File: src/rtl/tristate_bus_pkg.sv
// Shared definitions for the tristate bus arbiter: FSM state encoding and
// parameter legality checks used at elaboration time.
package tristate_bus_pkg;

  typedef enum logic [1:0] {
    IDLE = 2'd0,
    OWN  = 2'd1,
    TURN = 2'd2
  } arb_state_e;

  function automatic bit params_legal(input int n_req, input int max_hold,
                                      input int turnaround);
    return (n_req >= 2) && (max_hold >= 1) && (turnaround >= 1);
  endfunction

endpackage

File: src/rtl/rr_priority_pick.sv
// Combinational round-robin picker: scans req starting one past last_owner,
// wrapping around; the first set bit wins.
module rr_priority_pick #(
  parameter int N_REQ = 4
) (
  input  logic [N_REQ-1:0]         req,
  input  logic [$clog2(N_REQ)-1:0] last_owner,
  output logic                     found,
  output logic [$clog2(N_REQ)-1:0] winner
);

  localparam int IDX_W = $clog2(N_REQ);

  logic [IDX_W-1:0] cand;

  // Walk from the farthest candidate to the nearest so the nearest set bit
  // is the last one written and therefore wins.
  always_comb begin
    found  = 1'b0;
    winner = '0;
    cand   = '0;
    for (int i = N_REQ; i >= 1; i--) begin
      cand = IDX_W'((int'(last_owner) + i) % N_REQ);
      if (req[cand]) begin
        found  = 1'b1;
        winner = cand;
      end
    end
  end

endmodule

File: src/rtl/tristate_bus_arbiter.sv
// Round-robin owner arbiter for a shared tristate bus: one-hot driver enables
// with bounded ownership and guaranteed idle turnaround between owners.
module tristate_bus_arbiter
  import tristate_bus_pkg::*;
#(
  parameter int N_REQ      = 4,
  parameter int MAX_HOLD   = 8,
  parameter int TURNAROUND = 1
) (
  input  logic                     clk,
  input  logic                     rst_n,
  input  logic [N_REQ-1:0]         req,
  output logic [N_REQ-1:0]         grant,
  output logic [$clog2(N_REQ)-1:0] owner,
  output logic                     busy,
  output logic [N_REQ-1:0]         preempt
);

  localparam int IDX_W  = $clog2(N_REQ);
  localparam int HOLD_W = $clog2(MAX_HOLD + 1);
  localparam int TURN_W = $clog2(TURNAROUND + 1);

  localparam logic [HOLD_W-1:0] HOLD_LIM = HOLD_W'(MAX_HOLD);
  localparam logic [TURN_W-1:0] TURN_LIM = TURN_W'(TURNAROUND);
  localparam logic [IDX_W-1:0]  LAST_RST = IDX_W'(N_REQ - 1);

  if (!params_legal(N_REQ, MAX_HOLD, TURNAROUND)) begin : g_bad_params
    $error("tristate_bus_arbiter: need N_REQ>=2, MAX_HOLD>=1, TURNAROUND>=1");
  end

  arb_state_e        state, state_nxt;
  logic [HOLD_W-1:0] hold_cnt, hold_nxt;
  logic [TURN_W-1:0] turn_cnt, turn_nxt;
  logic [IDX_W-1:0]  last_owner, last_nxt;
  logic [N_REQ-1:0]  grant_nxt, preempt_nxt;
  logic [IDX_W-1:0]  owner_nxt;
  logic              busy_nxt;
  logic              pick_pt;
  logic              found;
  logic [IDX_W-1:0]  winner;

  rr_priority_pick #(
    .N_REQ(N_REQ)
  ) u_pick (
    .req       (req),
    .last_owner(last_owner),
    .found     (found),
    .winner    (winner)
  );

  always_ff @(posedge clk or negedge rst_n) begin
    if (!rst_n) begin
      state      <= IDLE;
      hold_cnt   <= '0;
      turn_cnt   <= '0;
      last_owner <= LAST_RST;
      grant      <= '0;
      owner      <= '0;
      busy       <= 1'b0;
      preempt    <= '0;
    end else begin
      state      <= state_nxt;
      hold_cnt   <= hold_nxt;
      turn_cnt   <= turn_nxt;
      last_owner <= last_nxt;
      grant      <= grant_nxt;
      owner      <= owner_nxt;
      busy       <= busy_nxt;
      preempt    <= preempt_nxt;
    end
  end

  always_comb begin
    state_nxt   = state;
    hold_nxt    = hold_cnt;
    turn_nxt    = turn_cnt;
    last_nxt    = last_owner;
    grant_nxt   = grant;
    owner_nxt   = owner;
    busy_nxt    = busy;
    preempt_nxt = '0;
    pick_pt     = 1'b0;

    case (state)
      IDLE: pick_pt = 1'b1;
      OWN: begin
        // A voluntary drop takes precedence over hold expiry: no preempt then.
        if (!req[owner] || (hold_cnt == HOLD_LIM)) begin
          if (req[owner]) preempt_nxt[owner] = 1'b1;
          state_nxt = TURN;
          grant_nxt = '0;
          busy_nxt  = 1'b0;
          owner_nxt = '0;
          hold_nxt  = '0;
          turn_nxt  = TURN_W'(1);
        end else begin
          hold_nxt = hold_cnt + 1'b1;
        end
      end
      TURN: begin
        if (turn_cnt < TURN_LIM) turn_nxt = turn_cnt + 1'b1;
        else                     pick_pt  = 1'b1;
      end
      default: state_nxt = IDLE;
    endcase

    if (pick_pt) begin
      if (found) begin
        state_nxt         = OWN;
        grant_nxt         = '0;
        grant_nxt[winner] = 1'b1;
        owner_nxt         = winner;
        last_nxt          = winner;
        busy_nxt          = 1'b1;
        hold_nxt          = HOLD_W'(1);
        turn_nxt          = '0;
      end else begin
        state_nxt = IDLE;
        turn_nxt  = '0;
      end
    end
  end

endmodule
File: config.mk
export PLATFORM = sky130hd
export DESIGN_NAME = tristate_bus_arbiter
export DESIGN_NICKNAME = d
export VERILOG_FILES = /design/src/rtl/tristate_bus_pkg.sv /design/src/rtl/rr_priority_pick.sv /design/src/rtl/tristate_bus_arbiter.sv
export SDC_FILE = /design/constraint.sdc
export NUM_CORES = 1
export LEC_CHECK = 0
export CORE_MARGIN = 5
export CORE_UTILIZATION = 51
export DETAILED_ROUTE_END_ITERATION = 7
export HOLD_SLACK_MARGIN = 0.05
export PLACE_DENSITY = 0.88
export SYNTH_ARGS = -nofsm -noshare
export SYNTH_HDL_FRONTEND = slang
export SYNTH_HIERARCHICAL = 1
export SYNTH_SLANG_ARGS = --single-unit
export TNS_END_PERCENT = 10
File: constraint.sdc
create_clock -name clk -period 2.1 [get_ports clk]
set_input_delay 0.315 -clock clk [delete_from_list [all_inputs] [get_ports clk]]
set_output_delay 0.315 -clock clk [all_outputs]
set_load 0.02 [all_outputs]
==> out/metrics.yaml, run 1 <==
critical_path:
  cp_top_family: "buffers and inverters"
  worstSetupStartpoint: "owner[1]$_DFF_PN0_"
  cp_num_buf_inv: 1
  reg2reg_from: "owner[0]$_DFF_PN0_"
  cp.required_ps: 1780
  critPathKind: "register to output port"
  r2r_setup_slack_ps: 460
  worstReg2RegEnd: "preempt[2]$_DFF_PN0_"
  cp.arrival_ps: 1510
  worstSetupStartpointType: "register"
  path_max_fanout: 9
  slowest_delay_ps: 670
  worstSetupEndpointType: "output port"
  r2r.worst_path.cells: 3
  path_cells: "clkdlybuf4s50_1"
  crit_slowest_cell: "clkdlybuf4s50_1"
placed_design:
  place_congestion: 0.832
  post-dp-hpwl_um: 1680
  io_buffers: 16
finish:
  drive_gt1_share_pct: 16.3
  synthToLayoutAreaGrowth_pct: 23.8
  nFillCells: 162
  diodes: 0
  nets: 132
route:
  routedWlPerCell_um: 15.0
  drt_iter0_markers: 23
  dr.pass1.iters: 4
  vias: 870
  drc: 0
  wl_um: 2240
  via_per_inst: 5.80
  ant_nets: 0
synthesis:
  yosysTopAreaCell: "dfrtp_1"
  synthArstFlopShare_pct: 100
  yosys.area.top_type_share_pct: 43.1
  synth_top_family_by_area: "simple AND/OR/NAND/NOR gates"
  synthSimpleGateAreaFrac_pct: 21.9
  netlist_top_cells_area: "dfrtp_1 (43%), dfstp_2 (5.0%), nand2_1 (3.6%)"
  muxShareOfSynthArea_pct: 5.26
  syn-num-nets: 108
  synth_commonest_cells: "dfrtp_1 (18), nand2_1 (10), o21ai_0 (7)"
  synth_seq_area_share_pct: 48.1
  synthDistinctLibCells: 39
  ys.flop_type: "dfrtp_1"
  ys_seq_elements: 20
  synth-edff-count: 0
  syn_inst: 100
  synth_compound_area_share_pct: 18.4
  yosys.cell_count.top_type: "dfrtp_1"
  netlist_area_mm2: 0.00105
  synth-xor-area-share_pct: 0
  synthAdderAreaFrac_pct: 2.39
  syn_avg_cell_area_um2: 10.5
  ys_warn_count: 6
sta:
  rsz0062_at_grt: "false"
  worst_pin_slew_ps: 392
  slew_violations: 0
  maxSlewHeadroom_pct: 73.8
  setup_viol: 0
  max_freq_mhz: 548
  hold_viol_final: 0
  fin_crit_sh_pct: 86.8
  fin_crit_ps: 1820
  skew_ps: 2.05
  holdWs_ps: 330
  fin_tns_setup_ps: 0
grt:
  globalRouteTotalUtil_pct: 15.3
  grt_pass1_vias: 834
  grt_pass1_wl_um: 3720
  grt_start_max_net_pins: 21
  globalRouteOverflowTotal: 0
  antenna_found_initial: 0
clock_tree:
  post_cts_buffers: 0
  cts-root-buf: "clkbuf_4"
  cts_buffers: 3
  cts_resized: 0
  clock_sinks: 20
  ctsHtreeMaxLevel: 1
  clockBufferDepth: 2
  cts.hold.buffers_added: 0
  clk_transition_reported_paths_ps: 110
  clock_latency_ps: 300
  cts_tree: "yes"
floorplanning:
  die_area_mm2: 0.00306
  io_pins: 17
  die_h_um: 55.3
  die_w_um: 55.3
  start_util_pct: 53.3
  rows: 16
  fp.coreArea_mm2: 0.00196
pwr:
  total_power_w: 0.00175
  p_per_area_mw_per_mm2: 1350
  leakage_nw: 0.551
  irDropWorstVdd_mv: 0.762
run:
  maxCapViolCount: 0
outcome:
  status: "completed"
hold_path:
  hold_class: "input pin to asynchronous set/reset pin"
## flip-flops by register name, summed over array words and instances, names as in the netlist
| register | count |
|---|---|
| grant | 4 |
| hold_cnt | 4 |
| preempt | 4 |
| last_owner | 2 |
| owner | 2 |
| state | 2 |
| busy | 1 |
| turn_cnt | 1 |
## area by class of cell
class	instances	area (um2)	share of cell area (%)
multi-input combinational	73	502	38.7
tap	27	33.8	2.61
timing repair buffer	22	205	15.8
clock buffer	4	36.3	2.80
sequential	20	503	38.8
inverter	4	15.0	1.16
## report_power, final
part           leakage [nW]  switching, W  internal (W)  total (W)
clock network        0.0210      0.000122      0.000106   0.000227
logic                 0.276      0.000462      0.000390   0.000852
registers             0.254      0.000139      0.000535   0.000674
## cell families (layout without fill, tap and decap cells)
| family | count (synthesis) | after routing |
|---|---|---|
| AND/OR/NAND/NOR | 40 | 40 |
| multiplexers | 4 | 4 |
| adder cells (fa/ha/maj) | 2 | 2 |
| flip-flops | 20 | 20 |
| buffers and inverters | 7 | 30 |
| AO/OA/AOI/OAI | 27 | 27 |
## worst max path at each step
| stage | endpoint | depth (start not counted) |
|---|---|---|
| floorplan | grant[3]$_DFF_PN0_ | 5 |
| global placement | grant[1]$_DFF_PN0_ | 4 |
| detailed placement | grant[0]$_DFF_PN0_ | 7 |
| CTS | owner[1] | 1 |
| global route | owner[1] | 1 |
| finish | owner[1] | 1 |
## stage by stage
stage / area [um2] / utilization (%) / std cells / setup slack, ps
3_3_place_gp: 1260 / 64.2 / 146 / 133
2_1_floorplan: 1050 / - / 100 / 291
4_1_cts: 1290 / 66.0 / 150 / 276
5_1_grt: 1290 / 66.0 / 150 / 214
6_report: 1290 / 66.0 / 150 / 276
3_5_place_dp: 1260 / 64.2 / 146 / 69.1
## metal layers
layer | up-vias | track usage, % | routed length (um)
li1 | 414 | - | -
met5 | - | 0 | 0
met3 | 4 | 3.50 | 93
met4 | 0 | 9.03 | 50
met2 | 20 | 25.2 | 1080
met1 | 432 | 18.2 | 1020
## cells in the final DEF (no fill, tap or decap), types with 2 or more instances in the layout
cell,synthesis,layout
o32ai_1,2,2
ha_1,2,2
nand4_1,2,2
dfrtp_1,18,18
mux2_2,2,2
clkbuf_4,0,3
clkdlybuf4s50_1,0,16
buf_4,0,6
a32o_1,2,2
dfstp_2,2,2
a21o_1,2,2
nand2b_1,5,5
a21oi_1,3,3
nor2_1,5,5
o21ai_0,7,7
inv_1,4,4
a31oi_1,2,2
nand2_1,10,10
nor2b_1,4,4
nand3_1,5,5
No activity file was read; power rests on OpenSTA's default activity.
==> inputs of run 2 (changes only) <==
--- a/config.mk
+++ b/config.mk
@@ -10,6 +10,8 @@
 export DETAILED_ROUTE_END_ITERATION = 7
 export HOLD_SLACK_MARGIN = 0.05
 export PLACE_DENSITY = 0.88
+export REMOVE_ABC_BUFFERS = 1
+export SETUP_SLACK_MARGIN = 0.05
 export SYNTH_ARGS = -nofsm -noshare
 export SYNTH_HDL_FRONTEND = slang
 export SYNTH_HIERARCHICAL = 1
==> run 2 against run 1 <==
Against the previous run: design area unchanged; utilization unchanged; global-route usage increased by 1.3 points; register-to-register slack about the same; clock skew increased by 4.5 ps; worst hold slack improved by 29 ps; routed wire length increased by 3.9%.
==> out/metrics.yaml, run 2 (same netlist as run 1, synthesis figures left out) <==
finish:
  final_common_cell: "dfrtp_1"
  synthToLayoutAreaGrowth_pct: 23.8
  drive_gt1_share_pct: 16.3
  finalNonFillerCells: 150
  regArea_um2: 503
  layout_common_cells: "dfrtp_1 (18), clkdlybuf4s50_1 (16), nand2_1 (10)"
  final_util_pct: 66.0
  nets: 132
  multi_input_area_um2: 502
  diodes: 0
  nFillCells: 161
  top_regs: "grant: 4 flops, hold_cnt: 4 flops, preempt: 4 flops"
clock_tree:
  cts_resized: 0
  clock_sinks: 20
  clk_transition_reported_paths_ps: 120
  cts_tree: "yes"
  clock_latency_ps: 300
  ctsHtreeMaxLevel: 1
  cts.hold.buffers_added: 0
  clockBufferDepth: 2
  post_cts_buffers: 0
  cts_buffers: 3
  cts-root-buf: "clkbuf_4"
grt:
  antenna_found_initial: 0
  globalRouteTotalUtil_pct: 16.6
  globalRouteOverflowTotal: 0
  grt_pass1_wl_um: 4040
  grt_start_max_net_pins: 13
  grt_pass1_vias: 913
critical_path:
  worstSetupStartpointType: "register"
  reg2reg_from: "owner[0]$_DFF_PN0_"
  path_max_fanout: 9
  cp_top_family: "buffers and inverters"
  cp.required_ps: 1780
  cp.arrival_ps: 1510
  r2r.worst_path.cells: 3
  worstSetupEndpointType: "output port"
  critPathKind: "register to output port"
  slowest_delay_ps: 670
  crit_slowest_cell: "clkdlybuf4s50_1"
  path_cells: "clkdlybuf4s50_1"
  r2r_setup_slack_ps: 470
  cp_num_buf_inv: 1
  worstReg2RegEnd: "grant[3]$_DFF_PN0_"
sta:
  skew_ps: 6.53
  maxSlewHeadroom_pct: 62.2
  fin_crit_sh_pct: 86.7
  holdWs_ps: 359
  fin_tns_setup_ps: 0
  rsz0062_at_grt: "false"
  slew_violations: 0
  worst_pin_slew_ps: 566
  hold_viol_final: 0
  fin_crit_ps: 1820
  setup_viol: 0
  max_freq_mhz: 549
floorplanning:
  io_pins: 17
  die_h_um: 55.3
  rows: 16
  start_util_pct: 53.3
  die_area_mm2: 0.00306
  die_w_um: 55.3
  fp.coreArea_mm2: 0.00196
placed_design:
  dp_cells: 146
  io_buffers: 16
  place_congestion: 0.896
  post-dp-hpwl_um: 1720
pwr:
  irDropWorstVdd_mv: 0.742
  leakage_nw: 0.551
  p_per_area_mw_per_mm2: 1360
  total_power_w: 0.00176
run:
  maxCapViolCount: 0
route:
  wl_um: 2330
  drc: 0
  ant_nets: 0
  via_per_inst: 5.95
  vias: 892
  drt_iter0_markers: 38
  dr.pass1.iters: 4
  routedWlPerCell_um: 15.5
outcome:
  status: "completed"
hold_path:
  hold_class: "input pin to asynchronous set/reset pin"
[run 2: cell counts in the layout (fill, tap and decap cells not counted)]
No cell type changed its count.
[run 2: final cells by class]
cell class	count	area share, %
sequential	20	38.8
multi-input combinational	73	38.7
timing repair buffer	22	15.8
tap	27	2.61
clock buffer	4	2.80
inverter	4	1.16
[run 2: power by group]
part           leakage, nW  switching (W)  total, W  internal [W]
Combinational        0.276       0.000466  0.000858      0.000391
Sequential           0.254       0.000138  0.000673      0.000535
Clock               0.0210       0.000120  0.000226      0.000106
[run 2: worst max-delay path by stage]
| stage | from | endpoint | cells past startpoint |
|---|---|---|---|
| after CTS | owner[1]$_DFF_PN0_ | owner[1] | 1 |
| final | owner[1]$_DFF_PN0_ | owner[1] | 1 |
| after global placement | req[2] | grant[3]$_DFF_PN0_ | 4 |
| after global routing | owner[1]$_DFF_PN0_ | owner[1] | 1 |
| after detailed placement | req[2] | grant[3]$_DFF_PN0_ | 4 |
| after floorplan | owner[0]$_DFF_PN0_ | grant[3]$_DFF_PN0_ | 3 |
[run 2: through the flow]
step | setup slack, ps | instance area, um2
finish | 280 | 1290
global route | 208 | 1290
CTS | 278 | 1290
detailed placement | 56.5 | 1260
global placement | 118 | 1260
floorplan | 291 | 1020
[run 2: metal layers]
layer / share of wire, % / global-route usage (%) / vias to the layer above / wire [um]
li1: - / - / 415 / -
met3: 7.5 / 4.20 / 2 / 174
met4: 0.64 / 8.68 / 0 / 15
met5: 0 / 0 / - / 0
met1: 42 / 19.5 / 434 / 987
met2: 49 / 27.9 / 41 / 1150
